===== src/rtl/vc_rand_delay_pkg.sv =====
// Shared types and constants for the random-delay val/rdy stage and its LFSR.
package vc_rand_delay_pkg;

  typedef enum logic [1:0] {
    IDLE  = 2'd0,
    DELAY = 2'd1,
    SEND  = 2'd2
  } state_e;

  localparam logic [31:0] LFSR_TAPS   = 32'h8020_0003;
  localparam int unsigned MSG_SZ_DFLT = 67;

  // Right-shifting Galois step: the bit shifted out selects the tap XOR.
  function automatic logic [31:0] lfsr_next(input logic [31:0] cur);
    lfsr_next = {1'b0, cur[31:1]} ^ (cur[0] ? LFSR_TAPS : 32'h0000_0000);
  endfunction

endpackage


===== src/rtl/vc_lfsr32.sv =====
// 32-bit Galois LFSR with synchronous active-low reset to a seed (0 forced to 1).
module vc_lfsr32
  import vc_rand_delay_pkg::*;
(
  input  logic        clk,
  input  logic        reset,
  input  logic        en,
  input  logic [31:0] seed,
  output logic [31:0] out
);

  logic [31:0] lfsr_q;
  logic [31:0] seed_s;

  // An all-zero state would lock the LFSR, so seed 0 behaves as seed 1.
  assign seed_s = (seed == 32'h0000_0000) ? 32'h0000_0001 : seed;

  // LFSR state register, stepped only when enabled.
  always_ff @(posedge clk) begin
    if (!reset) begin
      lfsr_q <= seed_s;
    end else if (en) begin
      lfsr_q <= lfsr_next(lfsr_q);
    end
  end

  assign out = lfsr_q;

endmodule


===== src/rtl/vc_rand_delay_stage.sv =====
// Single-entry val/rdy buffer that holds each message for an LFSR-chosen delay.
// Define VC_RAND_DELAY_STATS_EN to add hierarchically-readable statistics counters.
module vc_rand_delay_stage
  import vc_rand_delay_pkg::*;
#(
  parameter int unsigned p_msg_sz    = MSG_SZ_DFLT,
  parameter int unsigned p_max_delay = 4,
  parameter logic [31:0] p_seed      = 32'hB1A5_F00D
)(
  input  logic                clk,
  input  logic                reset,
  input  logic                in_val,
  output logic                in_rdy,
  input  logic [p_msg_sz-1:0] in_msg,
  output logic                out_val,
  input  logic                out_rdy,
  output logic [p_msg_sz-1:0] out_msg
);

  localparam int unsigned CNT_W = (p_max_delay == 0) ? 1 : $clog2(p_max_delay + 1);
  localparam int unsigned NUM_D = p_max_delay + 1;

  state_e              state_q, state_d;
  logic [CNT_W-1:0]    cnt_q, cnt_d;
  logic [p_msg_sz-1:0] buf_q, buf_d;
  logic [31:0]         lfsr_s;
  logic [CNT_W-1:0]    draw_s;
  logic                accept_s;
  logic                lfsr_unused_s;

  // out_rdy feeds in_rdy combinationally so a departing message frees the slot in the same cycle.
  assign in_rdy   = reset & ((state_q == IDLE) | ((state_q == SEND) & out_rdy));
  assign accept_s = in_val & in_rdy;

  vc_lfsr32 u_lfsr (
    .clk   (clk),
    .reset (reset),
    .en    (accept_s),
    .seed  (p_seed),
    .out   (lfsr_s)
  );

  assign draw_s        = CNT_W'(32'(lfsr_s[15:0]) % NUM_D);
  assign lfsr_unused_s = ^lfsr_s[31:16];

  // Next-state logic: an accept always reloads the buffer and the delay.
  always_comb begin
    state_d = state_q;
    cnt_d   = cnt_q;
    buf_d   = buf_q;
    if (accept_s) begin
      buf_d = in_msg;
      if (draw_s == '0) begin
        state_d = SEND;
        cnt_d   = '0;
      end else begin
        state_d = DELAY;
        cnt_d   = draw_s;
      end
    end else begin
      case (state_q)
        IDLE: begin
          state_d = IDLE;
        end
        DELAY: begin
          cnt_d = cnt_q - CNT_W'(1);
          if (cnt_q <= CNT_W'(1)) begin
            state_d = SEND;
          end else begin
            state_d = DELAY;
          end
        end
        SEND: begin
          if (out_rdy) begin
            state_d = IDLE;
          end else begin
            state_d = SEND;
          end
        end
        default: begin
          state_d = IDLE;
          cnt_d   = '0;
        end
      endcase
    end
  end

  // State, countdown and message buffer registers.
  always_ff @(posedge clk) begin
    if (!reset) begin
      state_q <= IDLE;
      cnt_q   <= '0;
      buf_q   <= '0;
    end else begin
      state_q <= state_d;
      cnt_q   <= cnt_d;
      buf_q   <= buf_d;
    end
  end

  assign out_val = (state_q == SEND);
  assign out_msg = buf_q;

`ifdef VC_RAND_DELAY_STATS_EN
  logic [31:0] num_msgs;
  logic [31:0] num_delay_cycles;
  logic [31:0] num_stall_cycles;

  // Statistics counters for the simulation harness.
  always_ff @(posedge clk) begin
    if (!reset) begin
      num_msgs         <= 32'd0;
      num_delay_cycles <= 32'd0;
      num_stall_cycles <= 32'd0;
    end else begin
      if (accept_s) begin
        num_msgs <= num_msgs + 32'd1;
      end
      if (state_q == DELAY) begin
        num_delay_cycles <= num_delay_cycles + 32'd1;
      end
      if ((state_q == SEND) && !out_rdy) begin
        num_stall_cycles <= num_stall_cycles + 32'd1;
      end
    end
  end
`endif

endmodule


===== config.mk =====
export PLATFORM = sky130hd
export DESIGN_NAME = vc_rand_delay_stage
export DESIGN_NICKNAME = d
export VERILOG_FILES = /design/src/rtl/vc_rand_delay_pkg.sv /design/src/rtl/vc_lfsr32.sv /design/src/rtl/vc_rand_delay_stage.sv
export SDC_FILE = /design/constraint.sdc
export NUM_CORES = 1
export LEC_CHECK = 0
export ABC_AREA = 1
export BUFFER_PORTS_ARGS = -buffer_cell sky130_fd_sc_hd__buf_2
export CAP_MARGIN = 5
export CORE_MARGIN = 3
export CORE_UTILIZATION = 59
export CTS_CLUSTER_DIAMETER = 150
export DETAILED_ROUTE_END_ITERATION = 10
export PLACE_DENSITY = 0.86
export SLEW_MARGIN = 0
export SYNTH_ARGS = -nofsm -noshare
export SYNTH_HDL_FRONTEND = slang
export SYNTH_SLANG_ARGS = --single-unit

===== constraint.sdc =====
create_clock -name clk -period 11.3 [get_ports clk]
set_clock_uncertainty 0.2 [all_clocks]
set_input_delay 0.565 -clock clk [delete_from_list [all_inputs] [get_ports clk]]
set_output_delay 0.565 -clock clk [all_outputs]
set_load 0.01 [all_outputs]

## Word level (Yosys, flattened, before mapping)

Index checks and enable logic that the tools add are counted.

| cells by class | value |
|---|---|
| $add $sub $neg | 1 |
| div/mod/pow operators | 1 |
| reductions and logical operators | 3 |
| mux-type cells | 9 |
| bitwise logic cells | 5 |
| eq/ne operators | 3 |
| order comparisons | 1 |

Operators by type and width:

| kind | number |
|---|---|
| $mod A16 B3 Y32 const B | 1 |
| $mux W32 | 1 |
| $xor A31 B32 Y32 | 1 |
| $mux W2 | 4 |
| $mux W3 | 2 |
| $pmux W3 S2 | 1 |
| $pmux W2 S2 | 1 |
| $and A1 B1 Y1 | 3 |
| $le A3 B1 Y1 const B | 1 |
| $logic_not A3 Y1 | 1 |
| $sub A3 B1 Y3 const B | 1 |
| $eq A2 B1 Y1 const B | 1 |
| $eq A2 B2 Y1 const B | 1 |
| $logic_not A2 Y1 | 1 |
| $ne A2 B1 Y1 const B | 1 |
| $reduce_or A2 Y1 | 1 |
| $or A1 B1 Y1 | 1 |

| storage, ports and cells | value |
|---|---|
| output and inout port bits | 69 |
| register bits after elaboration | 104 |

## Depth between registers and ports, before layout

| logic depth | value |
|---|---|
| depth in word-level cells | 6 |
| depth in mapped cells | 93 |
| gate-level depth less buffers | 91 |

## By module

From an unflattened synthesis, not the netlist that was laid out.

| unflattened totals | value |
|---|---|
| cells, all modules | 1494 |
| area, all modules | 9107.5 um^2 |

By module, submodules not included:

| module | cells an instance | area each (um^2) | instances | sequential area each (um^2) |
|---|---|---|---|---|
| vc_rand_delay_stage | 1323 | 7593.5 | 1 | 1441.4 |
| vc_lfsr32 | 171 | 1514.0 | 1 | 960.9 |

## Least setup slack after synthesis

OpenSTA, ideal clock, no wires.

| path | value |
|---|---|
| path kind | register to register |
| from | register u_lfsr.lfsr_q[14], in the netlist u_lfsr.out[14] |
| to | register state_q[1] |
| period minus slack after synthesis | 9302 ps |
| path buffers | 6 |
| data arrival time | 9031 ps |
| slack | 1998 ps |
| data required time | 11029 ps |
| stages on the path, launching flop included | 82 |
| path through | dfxtp_1 > inv_2 > nand2_4 > ha_1 > inv_1 > a21oi_1 > nor2_4 > nand3_2 > nand2_1 > nand2_2 > clkinv_2 > nand2_4 > nand3_2 > nand2_1 > nand2_2 > nor2_4 > nand3_4 > nand3_1 > [... 46 more ...] > nand3_2 > nand2_2 > nand3_4 > nor2_8 > nand3_4 > buf_6 > xor2_1 > ha_1 > inv_1 > nand3_1 > nand3_1 > nor2_4 > nand3_4 > nand2_1 > nand2_2 > nor2_2 > nand2_1 > a21oi_1 |

| on the way | value |
|---|---|
| cells in the longest elaborated chain, start to end | 4 |

Ends and longest elaborated chain:

| item | RTL line | RTL |
|---|---|---|
| start, declared | vc_lfsr32.sv:12 | `logic [31:0] lfsr_q;` |
| start signal, assigned | vc_lfsr32.sv:21 | `lfsr_q <= seed_s;` |
| start signal, assigned | vc_lfsr32.sv:23 | `lfsr_q <= lfsr_next(lfsr_q);` |
| $mod A16 B3 Y32 | vc_rand_delay_stage.sv:43 | `assign draw_s = CNT_W'(32'(lfsr_s[15:0]) % NUM_D);` |
| $logic_not A3 Y1 | vc_rand_delay_stage.sv:53 | `if (draw_s == '0) begin` |
| $mux W2 | vc_rand_delay_stage.sv:53 |  |
| $mux W2 | vc_rand_delay_stage.sv:51 | `if (accept_s) begin` |
| end signal, assigned | vc_rand_delay_stage.sv:95 | `state_q <= state_d;` |
| end, declared | vc_rand_delay_stage.sv:23 | `state_e state_q, state_d;` |

No other way between the ends.
A chain may end at the register's enable or synchronous reset.

## Worst setup path after layout

| path | value |
|---|---|
| from | register u_lfsr.lfsr_q[13], in the netlist u_lfsr.out[13] |
| to | register state_q[1] |

The elaborated chain is that of the path after synthesis.

==> run metrics <==
period utilization=92.98%; pin count of the biggest net entering global routing=110; Buffers on Ports=139; Synth Cell Area=0.009234 mm^2; most common cell after layout, fill and taps aside=nand2_1; global-route wire length before repair=39,410 um; DRC errors left=0; fin nets=1,630; WL/cell=13.68 um; WHS Endpoint=out_msg[8]$_SDFFE_PN0P_; Worst R2R Setup Slack=0.79 ns; GRT overflow=0; final hold vios=0; hpwl dp=17,650 um; H-tree Lvls=3; Slew headroom=31.31%; commonest non-fill, non-tap cells in the layout=nand2_1, buf_2, inv_1; Synth Flop Type=dfxtp_1; max cap viols=0; cells on worst reg2reg path=80; Reg clk slew, reported paths=0.08 ns; Root Buffer=clkbuf_16; reg-to-reg endpoint=state_q[1]$_SDFF_PN0_; CTS hold repair buffers=0; worst min-delay path class=in -> reg; Worst EP arrival=10.57 ns; Warnings, synthesis=0; vias in the first global route=8,692; status=completed; Worst path max stage delay=0.34 ns; final setup fails=0; Num CTS Buffers=9; Rows=45; via count=9,629; CTS tree=yes; CP max-delay cell=dfxtp_2; Initial Util=60.52%; post-synthesis net count=1,506; clk buf depth=2; Worst Hold Launch=in_msg[8]; Slew @ Worst Pin=1.030 ns; Area Growth Syn to Fin=13.83%; Max FO, Critical Path=14; initial antenna violation count=0; met2 wire len=11,880 um; Placeable Area=0.01526 mm^2; M1 wire length=10,570 um; Final min period=10.51 ns; Initial DRC Count=859; max-slew violations=0; RR Startpoint=u_lfsr.out[13]$_SDFFE_PN1P_; GRT Total Usage=26.21%; filler instances=1,259; Worst Hold Depth=3; mean area per synthesized cell=6.484 um^2; top routing layer in use=met4; area of the multi-input gates=0.006335 mm^2; final antenna-violating net count=0; Post-synth EDFFs=0; die area=0.01719 mm^2; Worst setup SP type=flip-flop; setup TNS=0 ns; num ports=140; Clock Sinks=104; synthesized instance count=1,424; Die X=131.1 um; drt pass-1 iters=5; worst setup path category=reg -> reg; Fmax=95.18 MHz; element type at the critical path end=flip-flop; CP required=11.37 ns; CP most frequent cell=nand2_2; async set or reset register ratio after synthesis=0%; GPL Wtd Cong=0.9412; register area share after synthesis=22.55%; #FFs+latches synth=104; ratio of cells with drive above 1 in the final layout=26.72%; Synth cell types=47; worst skew pair latency=0.34 ns; Die H=131.1 um; hold slack=0.2526 ns; vias per inst=5.456; final wirelength=24,150 um; met3 wire length=1217 um; Seq. cell area=0.002085 mm^2
==> worst max path at each step <==
| stage | from | to | slack, ns | depth (start not counted) |
|---|---|---|---|---|
| finish | u_lfsr.out[13]$_SDFFE_PN1P_ | state_q[1]$_SDFF_PN0_ | 0.79 | 80 |
| detailed placement | u_lfsr.out[14]$_SDFFE_PN1P_ | state_q[1]$_SDFF_PN0_ | -0.11 | 76 |
| CTS | u_lfsr.out[14]$_SDFFE_PN1P_ | state_q[1]$_SDFF_PN0_ | 0.1 | 75 |
| global route | u_lfsr.out[14]$_SDFFE_PN1P_ | state_q[0]$_SDFF_PN0_ | -0.07 | 77 |
| global placement | u_lfsr.out[14]$_SDFFE_PN1P_ | state_q[0]$_SDFF_PN0_ | 0.50 | 75 |
| floorplan | u_lfsr.out[14]$_SDFFE_PN1P_ | state_q[1]$_SDFF_PN0_ | 2.00 | 81 |
==> state kept, by name, summed over array words and instances (netlist names) <==
name	flops
state_q	2
cnt_q	3
u_lfsr.out	32
out_msg	67
==> critical path, delay by kind of cell (launching register included) <==
family / cells / cell delay [ns]
AND/OR/NAND/NOR: 61 / 7.51
adder cells (fa/ha/maj): 3 / 0.58
buffers and inverters: 13 / 1.29
flip-flops: 1 / 0.34
XOR/XNOR: 1 / 0.19
AO/OA/AOI/OAI: 2 / 0.31
==> logic make-up after synthesis <==
group / after synthesis / share of synthesized area (%)
flops: 104 / 22.55
simple gates: 880 / 51.34
buf+inv: 218 / 11.04
xor+xnor: 35 / 3.320
compound gates: 176 / 10.26
fa+ha+maj: 11 / 1.490
==> stage by stage <==
step | util [%] | cell area (um^2) | setup WS, ns | cells
floorplan | - | 9234 | 1.998 | 1424
global placement | 64.70 | 9872 | 0.5003 | 1727
detailed placement | 64.70 | 9872 | -0.1054 | 1727
CTS | 66.79 | 10190 | 0.09814 | 1744
global route | 68.87 | 10510 | -0.07130 | 1764
finish | 68.89 | 10510 | 0.7937 | 1765
==> timing repair <==
action	4_1_cts	5_1_grt
pin swaps	1	8
gates cloned	1	3
buffers inserted	0	17
setup endpoints to repair	5	5
gates resized for setup	1	26
==> cell type report <==
| class | instances | share of cell area [%] |
|---|---|---|
| clock buffer | 9 | 2.143 |
| sequential | 104 | 19.83 |
| tap | 211 | 2.512 |
| clock inverter | 7 | 0.7023 |
| inverter | 166 | 6.214 |
| multi-input combinational | 1106 | 60.27 |
| antenna | 1 | 0.02381 |
| timing repair buffer | 161 | 8.309 |
==> cell usage after synthesis (3+ instances only) <==
cell type / count / area [um^2]
a21oi_1: 107 / 535.5
buf_6: 12 / 135.1
clkbuf_1: 31 / 116.4
clkbuf_8: 6 / 82.58
clkinv_1: 6 / 22.52
clkinv_4: 4 / 35.03
dfxtp_1: 104 / 2082
ha_1: 11 / 137.6
inv_1: 131 / 491.7
inv_2: 20 / 75.07
inv_4: 3 / 18.77
nand2_1: 433 / 1625
nand2_2: 66 / 412.9
nand2_4: 20 / 225.2
nand3_1: 112 / 560.5
nand3_2: 42 / 420.4
nand3_4: 12 / 210.2
nand3b_1: 11 / 82.58
nand4_1: 54 / 337.8
nand4_2: 6 / 75.07
nor2_1: 75 / 281.5
nor2_2: 14 / 87.58
nor2_4: 17 / 191.4
nor2_8: 6 / 120.1
nor3_1: 6 / 30.03
o211ai_1: 3 / 22.52
o21ai_0: 33 / 165.2
o21ai_1: 13 / 65.06
o21bai_1: 9 / 67.56
xnor2_1: 9 / 78.83
xor2_1: 26 / 227.7
==> routing by layer <==
| layer | vias to the layer above | track usage, % |
|---|---|---|
| li1 | 4871 | - |
| met1 | 4418 | 34.50 |
| met2 | 296 | 45.19 |
| met3 | 44 | 3.407 |
| met4 | 0 | 7.526 |
| met5 | - | 0 |
Power is not shown: default switching activity piles up to over one toggle a cycle in this logic, so the estimate is an artifact.
